--- config.mk ---
export PLATFORM = sky130hd
export DESIGN_NAME = ram_stream_reader
export DESIGN_NICKNAME = d
export VERILOG_FILES = /design/src/rtl/ram_stream_reader.sv
export SDC_FILE = /design/constraint.sdc
export NUM_CORES = 1
export LEC_CHECK = 0
export CAP_MARGIN = 20
export CORE_MARGIN = 2
export CORE_UTILIZATION = 37
export DETAILED_ROUTE_END_ITERATION = 8
export SETUP_SLACK_MARGIN = 0.4
export SLEW_MARGIN = 25
export SYNTH_ARGS = -nofsm -noshare
export SYNTH_HDL_FRONTEND = slang
export SYNTH_SLANG_ARGS = --single-unit
--- constraint.sdc ---
create_clock -name clk -period 3.7 [get_ports clk]
set_input_delay 0.555 -clock clk [delete_from_list [all_inputs] [get_ports clk]]
set_output_delay 0.555 -clock clk [all_outputs]
set_load 0.005 [all_outputs]
--- src/rtl/ram_stream_reader.sv ---
// ram_stream_reader
// Streams a contiguous, wrapping address range out of a two-cycle-latency
// block RAM onto a valid/ready interface. A small credit scheme (FIFO
// occupancy plus reads still in flight) throttles read issue so the output
// FIFO can never overflow, which gives full backpressure support while still
// sustaining one word per cycle when the consumer is always ready.
module ram_stream_reader #(
   parameter int DATA_WIDTH       = 8,
   parameter int ADDR_WIDTH       = 12,
   parameter int FIFO_DEPTH_WIDTH = 2
) (
   input  logic                  clk,
   input  logic                  reset,
   input  logic                  start,
   input  logic [ADDR_WIDTH-1:0] start_addr,
   input  logic [ADDR_WIDTH:0]   length,
   output logic [ADDR_WIDTH-1:0] ram_read_addr,
   input  logic [DATA_WIDTH-1:0] ram_data_in,
   output logic [DATA_WIDTH-1:0] out_data,
   output logic                  out_valid,
   input  logic                  out_ready,
   output logic                  busy,
   output logic                  done
);

   localparam int DEPTH    = 1 << FIFO_DEPTH_WIDTH;
   // FIFO count must represent 0..DEPTH inclusive.
   localparam int CNT_W    = FIFO_DEPTH_WIDTH + 1;
   // Credit sum is count (up to DEPTH) plus up to two in-flight reads.
   localparam int CREDIT_W = FIFO_DEPTH_WIDTH + 2;

   localparam logic [ADDR_WIDTH-1:0] ADDR_ONE = ADDR_WIDTH'(1);
   localparam logic [ADDR_WIDTH:0]   REM_ONE  = (ADDR_WIDTH + 1)'(1);

   typedef enum logic [1:0] {
      S_IDLE  = 2'd0,
      S_READ  = 2'd1,
      S_DRAIN = 2'd2
   } state_t;

   state_t                  state_reg;
   state_t                  state_next;
   logic [ADDR_WIDTH-1:0]   addr_reg;
   logic [ADDR_WIDTH:0]     remaining_reg;
   // Bit 0: read issued last cycle (RAM is latching the address).
   // Bit 1: RAM data for that read is on ram_data_in this cycle.
   logic [1:0]              inflight_reg;
   logic [CNT_W-1:0]        fifo_count_reg;
   logic [CNT_W-1:0]        fifo_count_next;
   logic [CNT_W-1:0]        fifo_wr_idx;
   logic [DATA_WIDTH-1:0]   fifo_mem_reg [DEPTH];
   logic [DATA_WIDTH-1:0]   fifo_mem_next [DEPTH];
   logic [CREDIT_W-1:0]     credit_used;
   logic                    done_reg;
   logic                    done_next;
   logic                    load_cmd;
   logic                    issue;
   logic                    fifo_push;
   logic                    fifo_pop;

   // Stage-2 of the in-flight pipe qualifies the RAM output for a FIFO write.
   assign fifo_push = inflight_reg[1];
   assign fifo_pop  = out_valid && out_ready;

   // Every word that will eventually land in the FIFO holds a credit from
   // the moment its read is issued, so the FIFO cannot be overrun.
   assign credit_used = CREDIT_W'(fifo_count_reg)
                      + CREDIT_W'(inflight_reg[0])
                      + CREDIT_W'(inflight_reg[1]);

   assign issue = (state_reg == S_READ)
               && (remaining_reg != '0)
               && (credit_used < CREDIT_W'(DEPTH));

   assign fifo_count_next = fifo_count_reg + CNT_W'(fifo_push) - CNT_W'(fifo_pop);

   // The FIFO shifts toward entry 0 on a pop, so an incoming word lands one
   // slot lower when a pop happens in the same cycle.
   assign fifo_wr_idx = fifo_count_reg - CNT_W'(fifo_pop);

   // Next-state and command-control decode.
   always_comb begin
      state_next = state_reg;
      load_cmd   = 1'b0;
      done_next  = 1'b0;
      case (state_reg)
         S_IDLE: begin
            if (start) begin
               load_cmd   = 1'b1;
               state_next = (length == '0) ? S_DRAIN : S_READ;
            end
         end
         S_READ: begin
            if ((remaining_reg == '0) || (issue && (remaining_reg == REM_ONE))) begin
               state_next = S_DRAIN;
            end
         end
         S_DRAIN: begin
            // Leave as soon as this cycle's pop empties everything, so that
            // done lands in the cycle right after the final handshake.
            if ((inflight_reg == 2'b00) && (fifo_count_next == '0)) begin
               state_next = S_IDLE;
               done_next  = 1'b1;
            end
         end
         default: begin
            state_next = S_IDLE;
         end
      endcase
   end

   // State register and the one-cycle done pulse.
   always_ff @(posedge clk or posedge reset) begin
      if (reset) begin
         state_reg <= S_IDLE;
         done_reg  <= 1'b0;
      end else begin
         state_reg <= state_next;
         done_reg  <= done_next;
      end
   end

   // Read address and remaining-word counter; address wraps naturally.
   always_ff @(posedge clk or posedge reset) begin
      if (reset) begin
         addr_reg      <= '0;
         remaining_reg <= '0;
      end else if (load_cmd) begin
         addr_reg      <= start_addr;
         remaining_reg <= length;
      end else if (issue) begin
         addr_reg      <= addr_reg + ADDR_ONE;
         remaining_reg <= remaining_reg - REM_ONE;
      end
   end

   // In-flight valid pipe tracking the RAM's two-cycle read latency.
   always_ff @(posedge clk or posedge reset) begin
      if (reset) begin
         inflight_reg <= 2'b00;
      end else begin
         inflight_reg <= {inflight_reg[0], issue};
      end
   end

   // Per-entry next value: shift down on pop, capture RAM data at the
   // current tail slot on push, otherwise hold.
   genvar gi;
   generate
      for (gi = 0; gi < DEPTH; gi++) begin : g_fifo_entry
         logic [DATA_WIDTH-1:0] shifted;
         if (gi < DEPTH - 1) begin : g_mid
            assign shifted = fifo_pop ? fifo_mem_reg[gi + 1] : fifo_mem_reg[gi];
         end else begin : g_last
            assign shifted = fifo_mem_reg[gi];
         end
         assign fifo_mem_next[gi] = (fifo_push && (fifo_wr_idx == CNT_W'(gi)))
                                  ? ram_data_in : shifted;
      end
   endgenerate

   // FIFO storage; entry 0 is the head and drives out_data directly.
   always_ff @(posedge clk or posedge reset) begin
      if (reset) begin
         for (int i = 0; i < DEPTH; i++) begin
            fifo_mem_reg[i] <= '0;
         end
      end else begin
         for (int i = 0; i < DEPTH; i++) begin
            fifo_mem_reg[i] <= fifo_mem_next[i];
         end
      end
   end

   // FIFO occupancy counter.
   always_ff @(posedge clk or posedge reset) begin
      if (reset) begin
         fifo_count_reg <= '0;
      end else begin
         fifo_count_reg <= fifo_count_next;
      end
   end

   assign ram_read_addr = addr_reg;
   assign out_data      = fifo_mem_reg[0];
   assign out_valid     = (fifo_count_reg != '0);
   assign busy          = (state_reg == S_READ) || (state_reg == S_DRAIN);
   assign done          = done_reg;

endmodule

==> impl_metrics.tcl <==
set metrics [dict create \
    post_route_cells_drive_above_1_share_pct 12.30 \
    die_h_um 102.8 \
    end_kind "flip-flop" \
    wl_per_cell_um 14.39 \
    clock.fmax_ghz 0.3177 \
    ys_warn_count 0 \
    p_sw_share_pct 39.38 \
    maxSlewViolCount 0 \
    p_int_mw 2.135 \
    cts_root_buffer "clkbuf_8" \
    fin_ws_ps 552.6 \
    cp_top_family "simple AND/OR/NAND/NOR gates" \
    post-route-drc-count 0 \
    design_area_um2 4566 \
    core_area_um2 9639 \
    synth_area_um2 3611 \
    ioPinCount 60 \
    crit_path_max_incr_delay_ps 470 \
    leakagePower_nw 1.835 \
    hold_viol 0 \
    viasPerCell 5.121 \
    pwr-share-clk_pct 17.9 \
    grt_pass1_wl_um 13970 \
    ys_seq_area_share_pct 45.05 \
    drt-initial-drc-count 93 \
    power_switching_mw 1.387 \
    grt_max_degree 34 \
    synthArstFlopShare_pct 100.0 \
    skew_ps 11.34 \
    seq_power_share_pct 37.1 \
    layout.nets 493 \
    htree_levels 3 \
    cts_buffers 9 \
    dpl_worst_slack_ps 262.2 \
    path_cells "or3_4 > nand2_8 > clkinv_4 > ha_4 > inv_1 > ha_1 > inv_1 > fa_1 > inv_1 > or4_1 > o21ai_2 > o221ai_2 > mux2_4" \
    placementRows 36 \
    cts_sinks 65 \
    cpMostUsedCell "inv_1" \
    timing.rr.start "fifo_count_reg[1]" \
    critPathKind "flip-flop to flip-flop" \
    synth_cell_types 53 \
    setup_viol 0 \
    synth_ff_type "dfrtp_1" \
    cts_hold_buffers 0 \
    worstHoldPathCells 0 \
    ys_seq_elements 65 \
    layout_common_cells "64 x dfrtp_1, 62 x nand2_1, 59 x clkdlybuf4s50_1" \
    slew_headroom_pct 43.83 \
    worstMarginPinSlew_ps 842.6 \
    wirelength_um 8347 \
    min_path_type "flip-flop to flip-flop" \
    placed_area_um2 4342 \
    critical_path_required_ps 3930 \
    postRouteAntennaNets 0 \
    grt_use_total_pct 17.14 \
    clkSlewWorstSetupHoldPaths_ps 80 \
    comb_power_share_pct 45.0 \
    start_kind "flip-flop" \
    ir_worst_vdd_v 0.0003291 \
    status "finished, final reports clean" \
    die_w_um 102.8 \
    syn_inst 384 \
    crit_arrival_ps 3380 \
    maxCapViolCount 0 \
    cp_max_fo 4 \
    num_antenna_cells 0 \
    path_buf_inv 4 \
    syn_nets 435 \
    r2r_end "state_reg[0]" \
    gp_congestion 0.7810 \
    vias 2970 \
    largest_reg_flops 16 \
    antenna_found_initial 0 \
    clock_path_buffers 2 \
    reg2reg_slack_ps 550 \
    r2r_cells 13 \
    min_to "inflight_reg[1]" \
    grt_pass1_vias 2919 \
    portBuffers 59 \
    tns_ps 0 \
    worstSkewPairLatency_ps 350 \
    fin_crit_ps 3147 \
    pwr_density_cell_nw_per_um2 771.5 \
    grt_overflow 0 \
    rsz0062_at_grt "false" \
    hold_start "inflight_reg[0]" \
    area_growth_pct 26.44 \
    worst-path-stages 13 \
    dpl.hpwl_um 5887 \
    cp_slowest_cell "fa_1" \
    synth-edff-count 0 \
    start_util_pct 37.46 \
    tritoncts "done" \
    dieArea_um2 10570 \
    fin_crit_sh_pct 85.07 \
    dr.pass1.iters 5 \
    layout.cells.most_common "dfrtp_1" \
    syn_avg_cell_area_um2 9.404 \
]
cell type report:
type	instances	area, µm²
multi-input combinational	276	1810
clock inverter	6	66.31
sequential	65	1628
clock buffer	10	137.6
tap	133	166.4
inverter	19	76.32
fill	945	5074
timing repair buffer	71	680.7
Yosys cell counts, drive strengths merged (8+ instances only):
library cell,count,share of area (%)
a21oi,8,1.2
a31oi,23,4.0
buf,12,2.6
clkbuf,12,1.2
dfrtp,65,45
ha,13,4.5
inv,18,1.9
mux2,9,2.9
mux2i,11,3.0
nand2,63,6.6
nand3,9,1.4
nor2,34,3.5
nor3,10,1.4
nor4,14,3.0
o21ai,23,3.5
xnor2,12,2.9
repair_timing:
action	in CTS	in global routing
setup endpoints to repair	0	1
gates resized for setup	0	2
setup buffers	0	2
worst max path at each step:
| stage | start | to | slack, ps |
|---|---|---|---|
| 2_1_floorplan | fifo_count_reg[1] | state_reg[0] | 450 |
| 3_3_place_gp | out_ready | state_reg[0] | 280 |
| 3_5_place_dp | out_ready | state_reg[0] | 260 |
| 4_1_cts | fifo_count_reg[1] | state_reg[0] | 440 |
| 5_1_grt | fifo_count_reg[1] | state_reg[0] | 430 |
| 6_report | fifo_count_reg[1] | state_reg[0] | 550 |
cells by family (layout without fill, tap and decap cells):
logic type | Yosys count | after routing | synth area share (%)
buffers and inverters | 43 | 106 | 5.786
adder cells (fa/ha/maj) | 14 | 14 | 5.059
AO/OA/AOI/OAI | 67 | 67 | 12.44
XOR/XNOR | 14 | 14 | 3.396
AND/OR/NAND/NOR | 161 | 161 | 22.32
flip-flops | 65 | 65 | 45.05
multiplexers | 20 | 20 | 5.960
power by group through the flow:
stage	Sequential [mW]	Combinational (mW)	Clock [mW]
after floorplan	1.27	1.11	0
after global placement	1.31	1.53	0
after detailed placement	1.33	1.57	0
after CTS	1.31	1.57	0.645
after global routing	1.36	1.80	0.691
final	1.31	1.59	0.631
layer usage:
metal  up-vias  track usage (%)  wire, µm
met2        78            27.60      3864
met5         -                0         0
met1      1416            22.44      3923
met4         0            4.555       123
li1       1466                -         -
met3        10            5.492       435
metrics by stage:
stage | total power [mW] | hold slack [ps] | util [%] | cells
after global routing | 3.845 | 452.3 | 47.37 | 580
after detailed placement | 2.892 | 422.3 | 45.04 | 562
final | 3.522 | 441.8 | 47.37 | 580
after global placement | 2.835 | 416.3 | 45.04 | 562
after CTS | 3.533 | 443.8 | 47.16 | 578
after floorplan | 2.380 | 389.8 | - | 384
worst register-to-register path: stages, from the launching register on:
cell	delay, ps
dfrtp_2	430
or3_4	410
nand2_8	80
clkinv_4	50
ha_4	210
inv_1	90
ha_1	150
inv_1	40
fa_1	470
inv_1	50
or4_1	430
o21ai_2	160
o221ai_2	140
mux2_4	320
(Power assumes the default switching activity.)
